File: src/rtl/mem_block_loader.sv
// Load stage: walks data memory in BLOCK_SIZE-element blocks for a (base, count)
// request and streams the blocks to the SIMD lanes through a 2-entry FIFO.
module mem_block_loader #(
  parameter int unsigned SIZE       = 32,
  parameter int unsigned BLOCK_SIZE = 4,
  parameter int unsigned ADDR_SIZE  = 16,
  parameter int unsigned ADDR_STEP  = SIZE,
  parameter int unsigned COUNT_W    = 16
) (
  input  logic                         i_clk,
  input  logic                         i_rst,
  input  logic                         i_req_valid,
  output logic                         o_req_ready,
  input  logic [ADDR_SIZE-1:0]         i_req_addr,
  input  logic [COUNT_W-1:0]           i_req_count,
  output logic [ADDR_SIZE-1:0]         o_addr_r,
  input  logic [SIZE*BLOCK_SIZE-1:0]   i_data_r,
  output logic                         o_valid,
  input  logic                         i_ready,
  output logic [SIZE*BLOCK_SIZE-1:0]   o_data,
  output logic [BLOCK_SIZE-1:0]        o_mask,
  output logic                         o_last,
  output logic                         o_done
);

  localparam int unsigned DW = SIZE * BLOCK_SIZE;
  localparam logic [ADDR_SIZE-1:0] BLK_STRIDE = ADDR_SIZE'(BLOCK_SIZE * ADDR_STEP);
  localparam logic [COUNT_W-1:0]   BS_CNT     = COUNT_W'(BLOCK_SIZE);

  typedef enum logic [1:0] {IDLE, FETCH, DRAIN} state_e;

  state_e                 state_q;
  logic [ADDR_SIZE-1:0]   addr_q;
  logic [COUNT_W-1:0]     rem_q;
  logic [DW-1:0]          fifo_data_q [2];
  logic [BLOCK_SIZE-1:0]  fifo_mask_q [2];
  logic                   fifo_last_q [2];
  logic                   wr_ptr_q;
  logic                   rd_ptr_q;
  logic [1:0]             cnt_q;
  logic                   done_q;

  logic                   push;
  logic                   pop;
  logic                   head_last;
  logic [DW-1:0]          data_d;
  logic [BLOCK_SIZE-1:0]  mask_d;
  logic                   last_d;
  logic [COUNT_W-1:0]     rem_d;

  assign o_valid     = (cnt_q != 2'd0);
  assign pop         = o_valid && i_ready;
  assign push        = (state_q == FETCH) && ((cnt_q != 2'd2) || pop);
  assign head_last   = fifo_last_q[rd_ptr_q];
  assign o_req_ready = (state_q == IDLE);
  assign o_addr_r    = addr_q;
  assign o_done      = done_q;
  assign o_data      = o_valid ? fifo_data_q[rd_ptr_q] : '0;
  assign o_mask      = o_valid ? fifo_mask_q[rd_ptr_q] : '0;
  assign o_last      = o_valid && head_last;

  // Partial final block fills the top lanes; lane k is live when k + remaining >= BLOCK_SIZE.
  always_comb begin
    mask_d = '0;
    data_d = '0;
    for (int unsigned k = 0; k < BLOCK_SIZE; k++) begin
      mask_d[k] = (k + 32'(rem_q)) >= BLOCK_SIZE;
      if (mask_d[k]) begin
        data_d[k*SIZE +: SIZE] = i_data_r[k*SIZE +: SIZE];
      end
    end
    last_d = (rem_q <= BS_CNT);
    rem_d  = last_d ? '0 : rem_q - BS_CNT;
  end

  always_ff @(posedge i_clk) begin
    if (i_rst) begin
      state_q  <= IDLE;
      addr_q   <= '0;
      rem_q    <= '0;
      wr_ptr_q <= 1'b0;
      rd_ptr_q <= 1'b0;
      cnt_q    <= '0;
      done_q   <= 1'b0;
    end else begin
      done_q <= 1'b0;

      if (push) begin
        fifo_data_q[wr_ptr_q] <= data_d;
        fifo_mask_q[wr_ptr_q] <= mask_d;
        fifo_last_q[wr_ptr_q] <= last_d;
        wr_ptr_q              <= ~wr_ptr_q;
        addr_q                <= addr_q + BLK_STRIDE;
        rem_q                 <= rem_d;
      end

      if (pop) begin
        rd_ptr_q <= ~rd_ptr_q;
      end

      case ({push, pop})
        2'b10:   cnt_q <= cnt_q + 2'd1;
        2'b01:   cnt_q <= cnt_q - 2'd1;
        default: cnt_q <= cnt_q;
      endcase

      case (state_q)
        IDLE: begin
          if (i_req_valid) begin
            addr_q <= i_req_addr;
            rem_q  <= i_req_count;
            if (i_req_count == '0) begin
              done_q <= 1'b1;
            end else begin
              state_q <= FETCH;
            end
          end
        end
        FETCH: begin
          if (push && last_d) begin
            state_q <= DRAIN;
          end
        end
        DRAIN: begin
          if (pop && head_last) begin
            done_q  <= 1'b1;
            state_q <= IDLE;
          end
        end
        default: state_q <= IDLE;
      endcase
    end
  end

endmodule

File: config.mk
export PLATFORM = sky130hd
export DESIGN_NAME = mem_block_loader
export DESIGN_NICKNAME = d
export VERILOG_FILES = /design/src/rtl/mem_block_loader.sv
export SDC_FILE = /design/constraint.sdc
export NUM_CORES = 1
export LEC_CHECK = 0
export BUFFER_PORTS_ARGS = -buffer_cell sky130_fd_sc_hd__buf_2
export CORE_UTILIZATION = 40
export CTS_CLUSTER_DIAMETER = 40
export DETAILED_ROUTE_END_ITERATION = 8
export PLACE_DENSITY_LB_ADDON = 0.05
export SLEW_MARGIN = 30
export SYNTH_ARGS = -nofsm -noshare
export SYNTH_HDL_FRONTEND = slang
export SYNTH_SLANG_ARGS = --single-unit
File: constraint.sdc
create_clock -name i_clk -period 16.8 [get_ports i_clk]
set_input_delay 1.68 -clock i_clk [delete_from_list [all_inputs] [get_ports i_clk]]
set_output_delay 1.68 -clock i_clk [all_outputs]
set_load 0.01 [all_outputs]
Word level (Yosys, flattened, before mapping)
Memories as Yosys holds them, arrays and structs flattened. A register that Yosys moved wholly into a read port is not among the register bits.
Index checks and enable logic that the tools add are counted.
Storage, ports and cells
  bits in registers: 39
  bits in latches: 0
  memory bits (writable): 266
  bits in read-only memories: 0
  memories: 3
Memories
  fifo_data_q: depth 2, width 128, rd ports 1, clocked after Yosys merged registers in 1, write ports 1, line 35  | logic [DW-1:0] fifo_data_q [2];
  fifo_mask_q: depth 2, width 4, rd ports 1, clocked after Yosys merged registers in 1, write ports 1, line 36  | logic [BLOCK_SIZE-1:0] fifo_mask_q [2];
  fifo_last_q: depth 2, width 1, rd ports 1, clocked after Yosys merged registers in 1, write ports 1, line 37  | logic fifo_last_q [2];
Cells by class
  add/subtract/negate cells: 7
  multiply operators: 0
  div/mod/pow operators: 0
  $lt $le $gt $ge: 5
  equal/unequal tests: 9
  shift-type cells: 0
  multiplexer cells: 32
  bitwise logic cells: 2
  reductions and logical operators: 11
Operator list (number)
  $mux W128: 1
  $mux W32: 4
  $mux W16: 7
  $ge A17 B3 Y1 const B: 3
  $add A2 B16 Y17 const A: 2
  $add A1 B16 Y17 const A: 1
  $add A16 B8 Y16 const B: 1
  $ge A16 B3 Y1 const B: 1
  $le A16 B3 Y1 const B: 1
  $logic_not A16 Y1: 1
  $sub A16 B3 Y16 const B: 1
  $mux W1: 12
  $mux W2: 4
  $ne A2 B2 Y1 const B: 4
  $pmux W2 S3: 1
  $logic_and A1 B1 Y1: 5
  $eq A2 B1 Y1 const B: 2
  $eq A2 B2 Y1 const B: 2
  $mux W4: 1
  $pmux W2 S2: 1
  $reduce_and A4 Y1: 1
  $reduce_bool A2 Y1: 2
  $add A2 B1 Y2 const B: 1
  $logic_not A2 Y1: 1
  5 further kinds: 6

Logic depth before layout (Yosys ltp)
  depth in word-level cells: 7
  depth in mapped cells: 9
  depth with buffers taken out: 7

Least setup slack after synthesis
OpenSTA, ideal clock, no wires.
  kind: input -> register
  start point: input i_ready
  end point: memory fifo_data_q[1][0] (netlist bit) (enable)
  setup time: 816 ps
  arrival time: 12094 ps
  slack: 3890 ps
  stages: 5
  path buffers: 2
  cell sequence: clkbuf_1 or3b_2 clkbuf_1 nand2_1 nor3b_1
On the way
  cells in the longest elaborated chain, start to end: 6
Ends and longest elaborated chain
  from (decl): line 19  | input logic i_ready,
  $logic_and A1 B1 Y1: line 52  | assign pop = o_valid && i_ready;
  $logic_or A1 B1 Y1: line 53  | assign push = (state_q == FETCH) && ((cnt_q != 2'd2) || pop);
  $logic_and A1 B1 Y1: line 53
  $mux W1: line 88  | if (push) begin
  $mux W1: line 77  | if (i_rst) begin
  $mux W1 (not written as such): line 89  | fifo_data_q[wr_ptr_q] <= data_d;
  to (decl): line 35
Every way passes these cells.

==> results.md <==
* Antenna violations before repair at 2
* Row count at between 60 and 70
* Clock edge transition at the registers on the reported setup and hold paths at about 50 ps
* Ratio of total power to cell area at roughly 130 nW/µm²
* Detailed placement HPWL at between 20000 and 25000 µm
* Number of clock buffers inserted by TritonCTS at 46
* Starting DRC count in detailed routing at about 640
* IR Drop Worst-Case VDD at a little over 0.08 mV
* Top cells by count, synth: sky130_fd_sc_hd__edfxtp_1 (266), sky130_fd_sc_hd__nor2_1 (170), sky130_fd_sc_hd__mux2i_1 (137)
* Post-synthesis instance area at 14400 µm²
* Crit path kind: reg -> out
* Root Driver: sky130_fd_sc_hd__clkbuf_16
* Slew at the pin with the worst max-slew slack at between 800 and 900 ps
* Routed vias/inst at 5.28
* Effective utilization at floorplan at between 40% and 50%
* Cts repair resizes at 0
* Clk buf depth at 3
* Primary FF master, synth: sky130_fd_sc_hd__edfxtp_1
* Critical path endpoint category: output pin
* Wire length per cell at ~19 µm
* TritonCTS Sinks at 306
* Max Fanout on Critical Path at 56
* F_max at roughly 0.2 GHz
* Pre-CTS worst setup slack at 12110 ps
* Share of post-route cells with drive strength above 1 at between 20% and 30%
* Worst clock skew at about 16 ps
* First-pass GRT wire length at roughly 56000 µm
* Die X at between 150 and 200 µm
* Library cells used by synthesis at a little over 60
* TritonCTS clock tree: done
* Count of input and output buffers at 315
* Post-synthesis sequential element count at 306
* DR vias at 10.5k
* Path type of the worst min-delay path: reg -> reg
* Clock insertion delay at the later pin of the skew report at approximately 530 ps
* Post-synthesis cell type with the largest combined area: sky130_fd_sc_hd__edfxtp_1
* Core area at 35500 µm²
* Vias in the first global route at around 10k
* Number of enable-type register cells in the synthesized netlist at 266
* Main area contributors after synthesis: sky130_fd_sc_hd__edfxtp_1 (55%), sky130_fd_sc_hd__mux2i_1 (9.5%), sky130_fd_sc_hd__a41oi_1 (5.8%)
* # hold bufs at CTS at 0
* Residual antenna-violating net count after detailed routing at 0
* Relative slew margins at a little over two fifths
* I/O pin cnt at between 300 and 400
* Final cycle utilization of the critical path at between 20% and 30%
* Synthesized area per cell at about 12 µm²
* CP Data Arrival Time at between 3000 and 4000 ps
* Chip height at between 150 and 200 µm
* Setup tns final at 0 ps
* Filler Cell Count at about 3.3k
* Final count of hold timing violations at 0
* Net count, final at between 1.5k and 2k
* Register cell area after layout at 8790 µm²
* Critical path data required time at 15120 ps
* Sequential fraction of the synthesis area at just over 60%
* Max capacitance violation total at 0
* Gate Count Post-Synth at about 1.2k
* First drt pass iteration count at 5
* Final count of pins violating max slew at 0
* Most repeated cell in the gate-level netlist after synthesis: sky130_fd_sc_hd__edfxtp_1
* Unrepaired setup endpoints after global routing: false
* All-Layer GR Usage at roughly a fifth
* Synth top area share at 55.4%
* Setup slack after layout at about 12000 ps
* Area of combinational cells with multiple inputs at a little under 5000 µm²
* Number of warning messages in the yosys log at 0
* Clock H-tree levels at 2
* Ys async rst share at 0%
* Result of the run: finished, final reports clean
* Area growth, synth to finish at 25.1%
* Drt drc at 0
* Final weighted congestion in routability-driven placement at 0.834
* Overall die area at 36800 µm²
* Total gr overflow at 0
* Leak Pwr at around 7.0 nW
* Post-layout minimum cycle time at ~5000 ps
* Syn nets at between 1k and 1.5k
* Largest net degree at the start of global routing at 76
* Sort of element at the start of the critical path: register
* Total length of routed wires at 37500 µm
* Count of endpoints failing setup in the final report at 0
* Post-CTS setup-driven buffer insertion count at 0
[metal layers]
layer	global-route usage [%]	routed length (µm)	part of all wire [%]
met1	26.8	16400	44
met2	32.0	18000	48
met3	3.38	2240	6.0
met4	6.29	852	2.3
met5	0	0	0
[registers in the layout, indices dropped and copies added (netlist names), named ones only]
name and cells:
o_done 1, state_q 2, fifo_last_q 2, cnt_q 2, rd_ptr_q 1, fifo_mask_q 8
o_addr_r 16, rem_q 16, fifo_data_q 256, wr_ptr_q 1
[through the flow]
| stage | cell area, µm² | power, mW | util [%] | hold slack [ps] | instances |
|---|---|---|---|---|---|
| 2_1_floorplan | 14400 | 1.17 | - | 453 | 1203 |
| 3_3_place_gp | 16300 | 1.28 | 46.0 | 440 | 1897 |
| 3_5_place_dp | 16400 | 1.29 | 46.2 | 446 | 1899 |
| 4_1_cts | 18000 | 2.29 | 50.8 | 453 | 1984 |
| 5_1_grt | 18000 | 2.35 | 50.8 | 465 | 1986 |
| 6_report | 18000 | 2.26 | 50.8 | 449 | 1987 |
[kinds of logic (layout without fill, tap and decap cells)]
group                    after synthesis  after routing  share of synthesized area, %
AND/OR/NAND/NOR                      336            336                          11.5
flip-flops                           306            306                          61.0
buffers and inverters                208            528                          5.80
AO/OA/AOI/OAI                        186            186                          10.2
multiplexers                         138            138                          9.60
XOR/XNOR                              24             24                          1.46
adder cells (fa/ha/maj)                5              5                         0.434
other                                  0              3                             0
[cell type report]
type	instances	share of cell area, %
clock buffers	57	7.02
well taps	461	3.20
clock inverters	28	1.96
diodes	3	0.0416
multi-input cells	689	26.9
flip-flops and latches	306	48.8
inverters	107	2.23
repair buffers	336	9.84
[critical path, stage by stage, from the launching register on]
cell and delay, ps:
sky130_fd_sc_hd__dfxtp_4 670, sky130_fd_sc_hd__buf_6 640, sky130_fd_sc_hd__buf_4 780, sky130_fd_sc_hd__mux2i_1 290
sky130_fd_sc_hd__nor2_1 60, sky130_fd_sc_hd__buf_2 170
[cells in the final DEF, fill, tap and decap left out, drive strengths merged, types with 8 or more instances in the layout]
cell	instances
a211oi	12
nand4	18
nand2	35
a22oi	8
a41oi	96
buf	336
nor2	170
edfxtp	266
dfxtp	40
xnor2	15
nor3	13
and3	8
inv	111
nand3	11
nor4	18
mux2i	137
clkbuf	57
a21oi	21
and2	36
o21ai	12
xor2	9
clkinv	11
[path summary, 6_finish.rpt]
path | start | to | slack [ps] | depth (start not counted)
worst min-delay path | o_addr_r[1]$_SDFFE_PP0P_ | o_addr_r[1]$_SDFFE_PP0P_ | 450 | 2
worst min register to register | o_addr_r[1]$_SDFFE_PP0P_ | o_addr_r[1]$_SDFFE_PP0P_ | 450 | 2
worst max-delay path | register | o_data[99] | 11820 | 5
worst max register to register | rem_q[3]$_SDFF_PP0_ | fifo_data_q[0][93]$_DFFE_PP_ | 13300 | 6
[power breakdown]
| group | total, mW | leakage [nW] | internal (mW) | switching [mW] |
|---|---|---|---|---|
| combinational | 0.353 | 3.45 | 0.124 | 0.228 |
| clock | 0.990 | 0.778 | 0.646 | 0.344 |
| sequential | 0.918 | 2.74 | 0.885 | 0.0329 |
Note: power is estimated with default switching activity, not from simulation.
